`config.mk`:
```
export PLATFORM = sky130hd
export DESIGN_NAME = pe_result_collector
export DESIGN_NICKNAME = d
export VERILOG_FILES = /design/src/rtl/pe_result_collector_pkg.sv /design/src/rtl/pe_result_collector_fifo.sv /design/src/rtl/pe_result_collector.sv
export SDC_FILE = /design/constraint.sdc
export NUM_CORES = 1
export LEC_CHECK = 0
export ABC_AREA = 1
export BUFFER_PORTS_ARGS = -buffer_cell sky130_fd_sc_hd__buf_2
export CORE_UTILIZATION = 60
export DETAILED_ROUTE_END_ITERATION = 16
export GPL_TIMING_DRIVEN = 0
export PLACE_DENSITY = 0.91
export SETUP_SLACK_MARGIN = 0.2
export SLEW_MARGIN = 25
export SYNTH_ARGS = -nofsm -noshare
export SYNTH_HDL_FRONTEND = slang
export SYNTH_HIERARCHICAL = 1
export SYNTH_SLANG_ARGS = --single-unit
```
`constraint.sdc`:
```
create_clock -name clk -period 4.7 [get_ports clk]
set_clock_uncertainty 0.1 [all_clocks]
set_input_delay 0.235 -clock clk [delete_from_list [all_inputs] [get_ports clk]]
set_output_delay 0.235 -clock clk [all_outputs]
set_load 0.02 [all_outputs]
```
`src/rtl/pe_result_collector_pkg.sv`:
```
// Shared accelerator definitions: default widths, shift-field width and the
// pure requantize function used by the collector and by golden models.
package pe_result_collector_pkg;

  localparam int DATA_WIDTH_DEF = 16;
  localparam int OUT_WIDTH_DEF  = 8;
  localparam int SHIFT_W        = 4;

  // Working width for requantization. It covers any PE word up to 32 bits
  // plus the rounding carry, so results match DATA_WIDTH+1 bit arithmetic.
  localparam int REQ_W = 40;

  // Rounding arithmetic shift (round-half-up), optional ReLU, then signed
  // saturation to out_w bits. The result is returned sign-extended to REQ_W.
  function automatic logic signed [REQ_W-1:0] requantize(
    input logic signed [REQ_W-1:0] x,
    input logic [SHIFT_W-1:0]      shift,
    input logic                    relu,
    input int                      out_w
  );
    logic signed [REQ_W-1:0] rnd;
    logic signed [REQ_W-1:0] r;
    logic signed [REQ_W-1:0] max_v;
    logic signed [REQ_W-1:0] min_v;
    // 2^(shift-1) for shift>0, zero for shift==0
    rnd = REQ_W'(1) << shift;
    rnd = rnd >>> 1;
    r   = (x + rnd) >>> shift;
    if (relu && (r < 0)) begin
      r = '0;
    end
    max_v = (REQ_W'(1) << (out_w - 1)) - REQ_W'(1);
    min_v = -max_v - REQ_W'(1);
    if (r > max_v) begin
      r = max_v;
    end else if (r < min_v) begin
      r = min_v;
    end
    return r;
  endfunction

endpackage

```
`src/rtl/pe_result_collector_fifo.sv`:
```
// Small synchronous result FIFO. Head data is read straight from the storage
// registers, so the output never depends combinationally on pop. A push into
// a full FIFO is accepted only when a pop frees a slot in the same cycle; a
// push and pop on an empty FIFO does not bypass.
module result_fifo #(
  parameter int WIDTH = 8,
  parameter int DEPTH = 4,
  localparam int AW   = $clog2(DEPTH),
  localparam int CW   = $clog2(DEPTH) + 1
) (
  input  logic             clk,
  input  logic             rst_n,
  input  logic             clr,
  input  logic             push,
  input  logic [WIDTH-1:0] push_data,
  input  logic             pop,
  output logic [WIDTH-1:0] rd_data,
  output logic             full,
  output logic             empty,
  output logic [CW-1:0]    count
);

  logic [WIDTH-1:0] r_mem [DEPTH];
  logic [AW-1:0]    r_wr_ptr;
  logic [AW-1:0]    r_rd_ptr;
  logic [CW-1:0]    r_count;

  logic             w_full;
  logic             w_empty;
  logic             w_do_pop;
  logic             w_do_push;
  logic [DEPTH-1:0] w_we;

  assign w_full    = (r_count == CW'(DEPTH));
  assign w_empty   = (r_count == '0);
  assign w_do_pop  = pop && !w_empty;
  assign w_do_push = push && (!w_full || w_do_pop);

  // One write enable per storage slot, decoded from the write pointer
  genvar gi;
  generate
    for (gi = 0; gi < DEPTH; gi++) begin : g_we
      assign w_we[gi] = w_do_push && !clr && (r_wr_ptr == AW'(gi));
    end
  endgenerate

  // Storage slots; cleared on reset so the head reads zero out of reset
  always_ff @(posedge clk or negedge rst_n) begin
    if (!rst_n) begin
      for (int i = 0; i < DEPTH; i++) begin
        r_mem[i] <= '0;
      end
    end else begin
      for (int i = 0; i < DEPTH; i++) begin
        if (w_we[i]) begin
          r_mem[i] <= push_data;
        end
      end
    end
  end

  // Pointers and occupancy; clear overrides any same-cycle push or pop
  always_ff @(posedge clk or negedge rst_n) begin
    if (!rst_n) begin
      r_wr_ptr <= '0;
      r_rd_ptr <= '0;
      r_count  <= '0;
    end else if (clr) begin
      r_wr_ptr <= '0;
      r_rd_ptr <= '0;
      r_count  <= '0;
    end else begin
      if (w_do_push) begin
        r_wr_ptr <= r_wr_ptr + AW'(1);
      end
      if (w_do_pop) begin
        r_rd_ptr <= r_rd_ptr + AW'(1);
      end
      case ({w_do_push, w_do_pop})
        2'b10:   r_count <= r_count + CW'(1);
        2'b01:   r_count <= r_count - CW'(1);
        default: r_count <= r_count;
      endcase
    end
  end

  assign rd_data = r_mem[r_rd_ptr];
  assign full    = w_full;
  assign empty   = w_empty;
  assign count   = r_count;

endmodule

```
`src/rtl/pe_result_collector.sv`:
```
// Tracks PE timing by counting enable pulses, captures the PE output once a
// dot product of cfg_len+1 pulses has drained, requantizes it and queues the
// result on a valid/ready stream. Drops on a full FIFO raise a sticky flag.
module pe_result_collector
  import pe_result_collector_pkg::*;
#(
  parameter int DATA_WIDTH = DATA_WIDTH_DEF,
  parameter int OUT_WIDTH  = OUT_WIDTH_DEF,
  parameter int LEN_WIDTH  = 8,
  parameter int FIFO_DEPTH = 4,
  localparam int CNT_W     = $clog2(FIFO_DEPTH) + 1
) (
  input  logic                         clk,
  input  logic                         rst_n,
  input  logic                         clr,
  input  logic                         pe_en,
  input  logic signed [DATA_WIDTH-1:0] pe_output_data,
  input  logic [LEN_WIDTH-1:0]         cfg_len,
  input  logic [SHIFT_W-1:0]           cfg_shift,
  input  logic                         cfg_relu,
  output logic                         out_valid,
  output logic signed [OUT_WIDTH-1:0]  out_data,
  input  logic                         out_ready,
  output logic                         overflow,
  output logic                         busy,
  output logic [CNT_W-1:0]             fifo_count
);

  logic [LEN_WIDTH:0]      r_en_cnt;
  logic                    r_cap_pend;
  logic                    r_overflow;

  logic                    w_last_term;
  logic signed [REQ_W-1:0] w_q_full;
  logic [OUT_WIDTH-1:0]    w_q;
  logic                    w_push;
  logic                    w_pop;
  logic                    w_full;
  logic                    w_empty;
  logic [OUT_WIDTH-1:0]    w_head;
  logic [CNT_W-1:0]        w_count;

  // The (K+1)th pulse is the one that exposes the finished sum on the PE
  assign w_last_term = (r_en_cnt == {1'b0, cfg_len});

  // Requantize whatever the PE presents; only used in the capture cycle
  assign w_q_full = requantize(REQ_W'(pe_output_data), cfg_shift, cfg_relu, OUT_WIDTH);
  assign w_q      = OUT_WIDTH'(w_q_full);

  assign w_push = r_cap_pend;
  assign w_pop  = !w_empty && out_ready;

  // Enable counter and pending-capture flag; a pulse in the capture cycle
  // counts toward the next result so back-to-back results need no gap
  always_ff @(posedge clk or negedge rst_n) begin
    if (!rst_n) begin
      r_en_cnt   <= '0;
      r_cap_pend <= 1'b0;
    end else if (clr) begin
      r_en_cnt   <= '0;
      r_cap_pend <= 1'b0;
    end else begin
      if (r_cap_pend) begin
        r_cap_pend <= 1'b0;
      end
      if (pe_en) begin
        if (w_last_term) begin
          r_en_cnt   <= '0;
          r_cap_pend <= 1'b1;
        end else begin
          r_en_cnt <= r_en_cnt + (LEN_WIDTH+1)'(1);
        end
      end
    end
  end

  // Sticky drop flag: capture while full with no pop freeing a slot
  always_ff @(posedge clk or negedge rst_n) begin
    if (!rst_n) begin
      r_overflow <= 1'b0;
    end else if (clr) begin
      r_overflow <= 1'b0;
    end else if (w_push && w_full && !w_pop) begin
      r_overflow <= 1'b1;
    end
  end

  result_fifo #(
    .WIDTH (OUT_WIDTH),
    .DEPTH (FIFO_DEPTH)
  ) u_fifo (
    .clk       (clk),
    .rst_n     (rst_n),
    .clr       (clr),
    .push      (w_push),
    .push_data (w_q),
    .pop       (w_pop),
    .rd_data   (w_head),
    .full      (w_full),
    .empty     (w_empty),
    .count     (w_count)
  );

  assign out_valid  = !w_empty;
  assign out_data   = w_head;
  assign overflow   = r_overflow;
  assign busy       = (r_en_cnt != '0) || r_cap_pend;
  assign fifo_count = w_count;

endmodule

```
# ---- Word level (Yosys, flattened, before mapping)
# Index checks and enable logic that the tools add are counted.
dict set report word_totals {
  regBits 50
  output_inout_bits 14
}
dict set report classes {
  n_mux 20
  shifts 2
  n_eq_ne 7
  n_reduce_logical 25
  add_sub_neg 6
  order_cmp 4
  n_bitwise 1
}
# cell count
set op_table {}
lappend op_table {{adder 16 x 39 -> 40 bit} 1}
lappend op_table {{> comparator 40 x 8 -> 1 bit, second input constant} 1}
lappend op_table {{< comparator 40 x 1 -> 1 bit, second input constant} 1}
lappend op_table {{< comparator 40 x 8 -> 1 bit, second input constant} 1}
lappend op_table {{two-way mux 40 bit} 1}
lappend op_table {{left shift 1 x 4 -> 40 bit, first input constant} 1}
lappend op_table {{>>> shifter 40 x 4 -> 40 bit} 1}
lappend op_table {{two-way mux 8 bit} 4}
lappend op_table {{two-way mux 9 bit} 3}
lappend op_table {{binary-select mux 8 bit (select 2 bit)} 1}
lappend op_table {{logical AND 1 bit} 11}
lappend op_table {{adder 9 x 1 -> 9 bit, second input constant} 1}
lappend op_table {{equality test 9 x 8 -> 1 bit} 1}
lappend op_table {{nonzero test 9 bit} 1}
lappend op_table {{two-way mux 2 bit} 4}
lappend op_table {{nonzero test 2 bit} 4}
lappend op_table {{equality test 2 bit, second input constant} 3}
lappend op_table {{one-hot mux 3 bit (2 select lines)} 1}
lappend op_table {{two-way mux 1 bit} 5}
lappend op_table {{adder 2 x 1 -> 2 bit, second input constant} 2}
lappend op_table {{equality test 2 x 1 -> 1 bit, second input constant} 2}
lappend op_table {{logical NOT 1 bit} 4}
lappend op_table {{adder 3 x 1 -> 3 bit, second input constant} 1}
lappend op_table {{equality test 3 bit, second input constant} 1}
lappend op_table {{8 further kinds} 9}

# ---- Depth between registers and ports, before layout
dict set report logic_depth {
  word_depth 9
  depth_mapped 32
  mapped_depth_nobuf 30
}

# ---- Modules after synthesis
# The synthesis kept the hierarchy.
# module n_inst seq_area_each_um2 area_per_inst_um2 cells_per_inst
set by_module_without_submodules {}
lappend by_module_without_submodules {pe_result_collector 1 275.3 3534.6 675}
lappend by_module_without_submodules {result_fifo 1 975.9 1995.7 241}

# ---- Worst setup path after synthesis
# No wires, ideal clock.
dict set report synth_path {
  path_type {input -> register}
  startpoint {input cfg_shift[1]}
  endpoint {register u_fifo/r_mem[24] (netlist name)}
  t_arrival_ns 4.051
  setup_ns 0.065
  path_stages 30
  required_time_ns 4.535
  slack_ns 0.484
  path_cell_list {clkbuf_1 > clkbuf_1 > buf_1 > nor2_1 > inv_1 > nor2_1 > ha_1 > fa_1 > nand3_1 > nand3_1 > nand3_1 > nand3_1 > a21oi_1 > ha_1 > or2_2 > nand3_1 > nand3_1 > nand3_1 > nand3_1 > inv_2 > nand2_1 > nor2_1 > nand2_1 > nor2_1 > nand2_1 > nand2_2 > nand2_1 > nand2_1 > nand2_1 > nand2_1}
}
dict set report synth_between {
  elab_chain_len 9
}
# element line_no
set synth_rtl {}
lappend synth_rtl {{start: declaration} pe_result_collector.sv:19} ;# input logic [SHIFT_W-1:0] cfg_shift,
lappend synth_rtl {{left shift 1 x 4 -> 40 bit} pe_result_collector_pkg.sv:26} ;# rnd = REQ_W'(1) << shift;
lappend synth_rtl {{adder 16 x 39 -> 40 bit} pe_result_collector_pkg.sv:28} ;# r = (x + rnd) >>> shift;
lappend synth_rtl {{>>> shifter 40 x 4 -> 40 bit *} pe_result_collector_pkg.sv:28}
lappend synth_rtl {{< comparator 40 x 1 -> 1 bit} pe_result_collector_pkg.sv:29} ;# if (relu && (r < 0)) begin
lappend synth_rtl {{logical AND 1 bit} pe_result_collector_pkg.sv:29}
lappend synth_rtl {{two-way mux 40 bit *} pe_result_collector_pkg.sv:29}
lappend synth_rtl {{< comparator 40 x 8 -> 1 bit} pe_result_collector_pkg.sv:36} ;# end else if (r < min_v) begin
lappend synth_rtl {{two-way mux 8 bit} pe_result_collector_pkg.sv:36}
lappend synth_rtl {{two-way mux 8 bit *} pe_result_collector_pkg.sv:34} ;# if (r > max_v) begin
lappend synth_rtl {{named net w_q_full[0]} pe_result_collector.sv:34} ;# logic signed [REQ_W-1:0] w_q_full;
lappend synth_rtl {{end signal: indexed assignment} pe_result_collector_fifo.sv:56} ;# r_mem[i] <= push_data;
lappend synth_rtl {{end: declaration} pe_result_collector_fifo.sv:23} ;# logic [WIDTH-1:0] r_mem [DEPTH];
# The timed path passes the listed nets; every way through them passes the cells marked *.
# A chain may end at the register's enable or synchronous reset.

# ---- Final worst setup path
dict set report layout_path {
  startpoint {input cfg_shift[0]}
  endpoint {register u_fifo/r_mem[18] (netlist name)}
}
# Same word-level chain as after synthesis.

==> run metrics <==
status finished, violations left; failing checks design-rule violations; clk sink count 50; Net Sw Frac 43.3%; Yosys warnings 6; initial antenna violation count 0; Syn Inst Count 916; DIE HEIGHT 98.0 um; die width 98.0 um; share of cells above drive strength 1 13.0%; EDFF count, synth 0; XOR/XNOR share of the synthesized area 2.53%; Clk pwr share 19.1%; period utilization 88.3%; Clk pin slew, worst setup/hold paths 100 ps; gpl congestion 0.988; cts bufs inserted 5; total congestion overflow 0; WP data required 4830 ps; slew at the pin closest to its max-slew limit 686 ps; flops & latches, synth 50; Final Critical Period 4150 ps; Vias 6,151; Place WS -287 ps; Hold Fails Final Rpt 0; unrepaired setup endpoints after global routing false; met3 routed WL 1120 um; Pint 0.000820 W; # IOs 48; Setup-failing EPs final 0; top_reg_cell synth dfrtp_1; die area 9600 um2; Max VDD drop 0.119 mV; mux cell area share after synthesis 0.181%; row count 34; 1st-pass router iterations 11; post-synthesis sequential area ratio 22.6%; area post-placement 5890 um2; Hold Slack 44.2 ps; Area Growth Syn to Fin 9.28%; crit end category flop; vias in the first global route 5,554; Final WS setup 549 ps; final setup TNS 0 ps; metal2 WL 7050 um; I/O Buffers 45; most frequent CP cell nand3_1; length of routed wiring on met1 6300 um; CTS tree built; dpl hpwl 11,700 um; Yosys top cell area share 22.6%; DR WL/cell 13.7 um; DR DRC count 3; CTS root buf clkbuf_8; top cell type by total area after synthesis dfrtp_1; Worst path max stage delay 380 ps; Psw 0.000625 W; drt total wl 14,700 um; clk buf depth 2; gr usage total 31.3%; clock latency on the worst-skew pair 300 ps; synthesized area 5530 um2; syn_area_per_cell 6.04 um2; global-route wire length before repair 24,900 um; Async S/R FF share, synth 100%; routed vias/inst 5.71; Compound-Gate Fraction of Synth Area 11.2%; number of diodes 0; initial DRC count 388; sequential power share 33.8%; Slowest cell on crit path fa_2; static leakage 3.36 nW; startpoint types input pin; remaining antenna violation count after routing 0; Commonest cells post-synth nand2_1, nand3_1, inv_1; Final Max Slew Viols 0; Setup CP Type input pin to flop; core area 8810 um2; adder-cell area share of the yosys netlist 5.93%; class of the worst hold path input pin to flop; Synth Area in Simple Gates 46.9%; largest net degree at the start of global routing 51; largest family of logic cells by synthesized area simple AND/OR/NAND/NOR gates; H-tree depth 2; maxcap violations 0; Slew headroom 54.1%; Top Metal Used met4; starting density of the core 62.8%; most frequent cell after synthesis nand2_1; Synthesized Nets 975; Post-Layout Inst Area 6040 um2; Area contributors post-synth dfrtp_1, nand2_1, nand3_1, inv_1, nor2_1; fin nets 1,028; crit path DAT 4280 ps; Combinational Power Share 47.0%; Worst Path Max Fanout 10; setup bufs post-CTS 0; Peak Freq 0.241 GHz; Power Density 239 nW/um2; Yosys cell types 46
[worst max-delay path: cells and delay by family]
| family | cells | cell delay (ps) |
|---|---|---|
| AND/OR/NAND/NOR | 21 | 2240 |
| buffers and inverters | 6 | 790 |
| AO/OA/AOI/OAI | 1 | 150 |
| adder cells (fa/ha/maj) | 3 | 870 |
[per-layer routing]
metal	up-vias	GRT usage, %
li1	3089	-
met1	2780	41.6
met2	257	54.3
met3	25	2.93
met4	0	8.74
met5	-	0
[power by group through the flow]
stage	clock [W]	combinational (W)	sequential, W
6_report	0.000277	0.000679	0.000489
5_1_grt	0.000300	0.000758	0.000493
4_1_cts	0.000281	0.000666	0.000489
3_5_place_dp	0	0.000662	0.000498
3_3_place_gp	0	0.000650	0.000496
2_1_floorplan	0	0.000478	0.000503
[sequential cells by signal, summed over array words and instances (netlist names)]
name	flops
u_fifo/count	3
u_fifo/r_rd_ptr	2
r_cap_pend	1
overflow	1
u_fifo/r_wr_ptr	2
u_fifo/r_mem	32
r_en_cnt	9
[through the flow]
step	power (W)	cells	utilization, %
after global placement	0.00115	1069	66.9
after CTS	0.00144	1078	68.3
after global routing	0.00155	1078	68.6
after detailed placement	0.00116	1069	66.9
final	0.00144	1078	68.6
after floorplan	0.000981	916	-
[kinds of logic after synthesis]
family,count (synthesis)
and+or+nand+nor,577
buffers and inverters,139
AOI/OAI and AO/OA,108
DFF,50
adders and majority gates,25
xor gates and xnor gates,16
muxes,1
[repair_timing]
item / 4_1_cts / 5_1_grt
hold buffers: 1 / 0
setup endpoints to repair: 28 / 28
hold endpoints to repair: 50 / 0
resized for setup: 2 / 26
[cell type report]
class                      instances  area, um2
inverter                         112        420
buffer                            27        189
fill                             844       2760
clock inverter                     1       8.76
timing repair buffer              46        238
clock buffer                       7       96.3
multi-input combinational        727       3700
sequential                        50       1250
tap                              108        135
[final timing paths]
| kind | from | end | cells past startpoint | slack (ps) |
|---|---|---|---|---|
| worst max-delay path | cfg_shift[0] | u_fifo/r_mem[18] | 31 | 550 |
| worst min-delay path | pe_en | r_cap_pend | 3 | 40 |
| worst max register to register | u_fifo/count[0] | u_fifo/count[2] | 13 | 2400 |
| worst min register to register | u_fifo/r_mem[9] | u_fifo/r_mem[9] | 2 | 380 |
| max in group asynchronous | rst_n | u_fifo/r_mem[20] | 2 | 3700 |
| min in group asynchronous | rst_n | u_fifo/r_mem[1] | 2 | 390 |
[cell usage in the layout (no fill, tap or decap), types with 5 or more instances in the layout]
cell type and count:
o21ai_1 23, clkbuf_2 5, nand2_4 5, inv_1 100, clkbuf_8 7, clkbuf_1 5
dfrtp_1 50, nor2_1 88, xnor2_1 6, xor2_1 10, nor3_1 8, nor2_4 5
o22ai_1 9, nand3_2 8, nand3_1 140, a21oi_1 17, nand2_2 9, inv_2 9
o21ai_0 42, buf_2 50, ha_1 23, nand4_1 18, nand2_1 284
(Power assumes the default switching activity.)
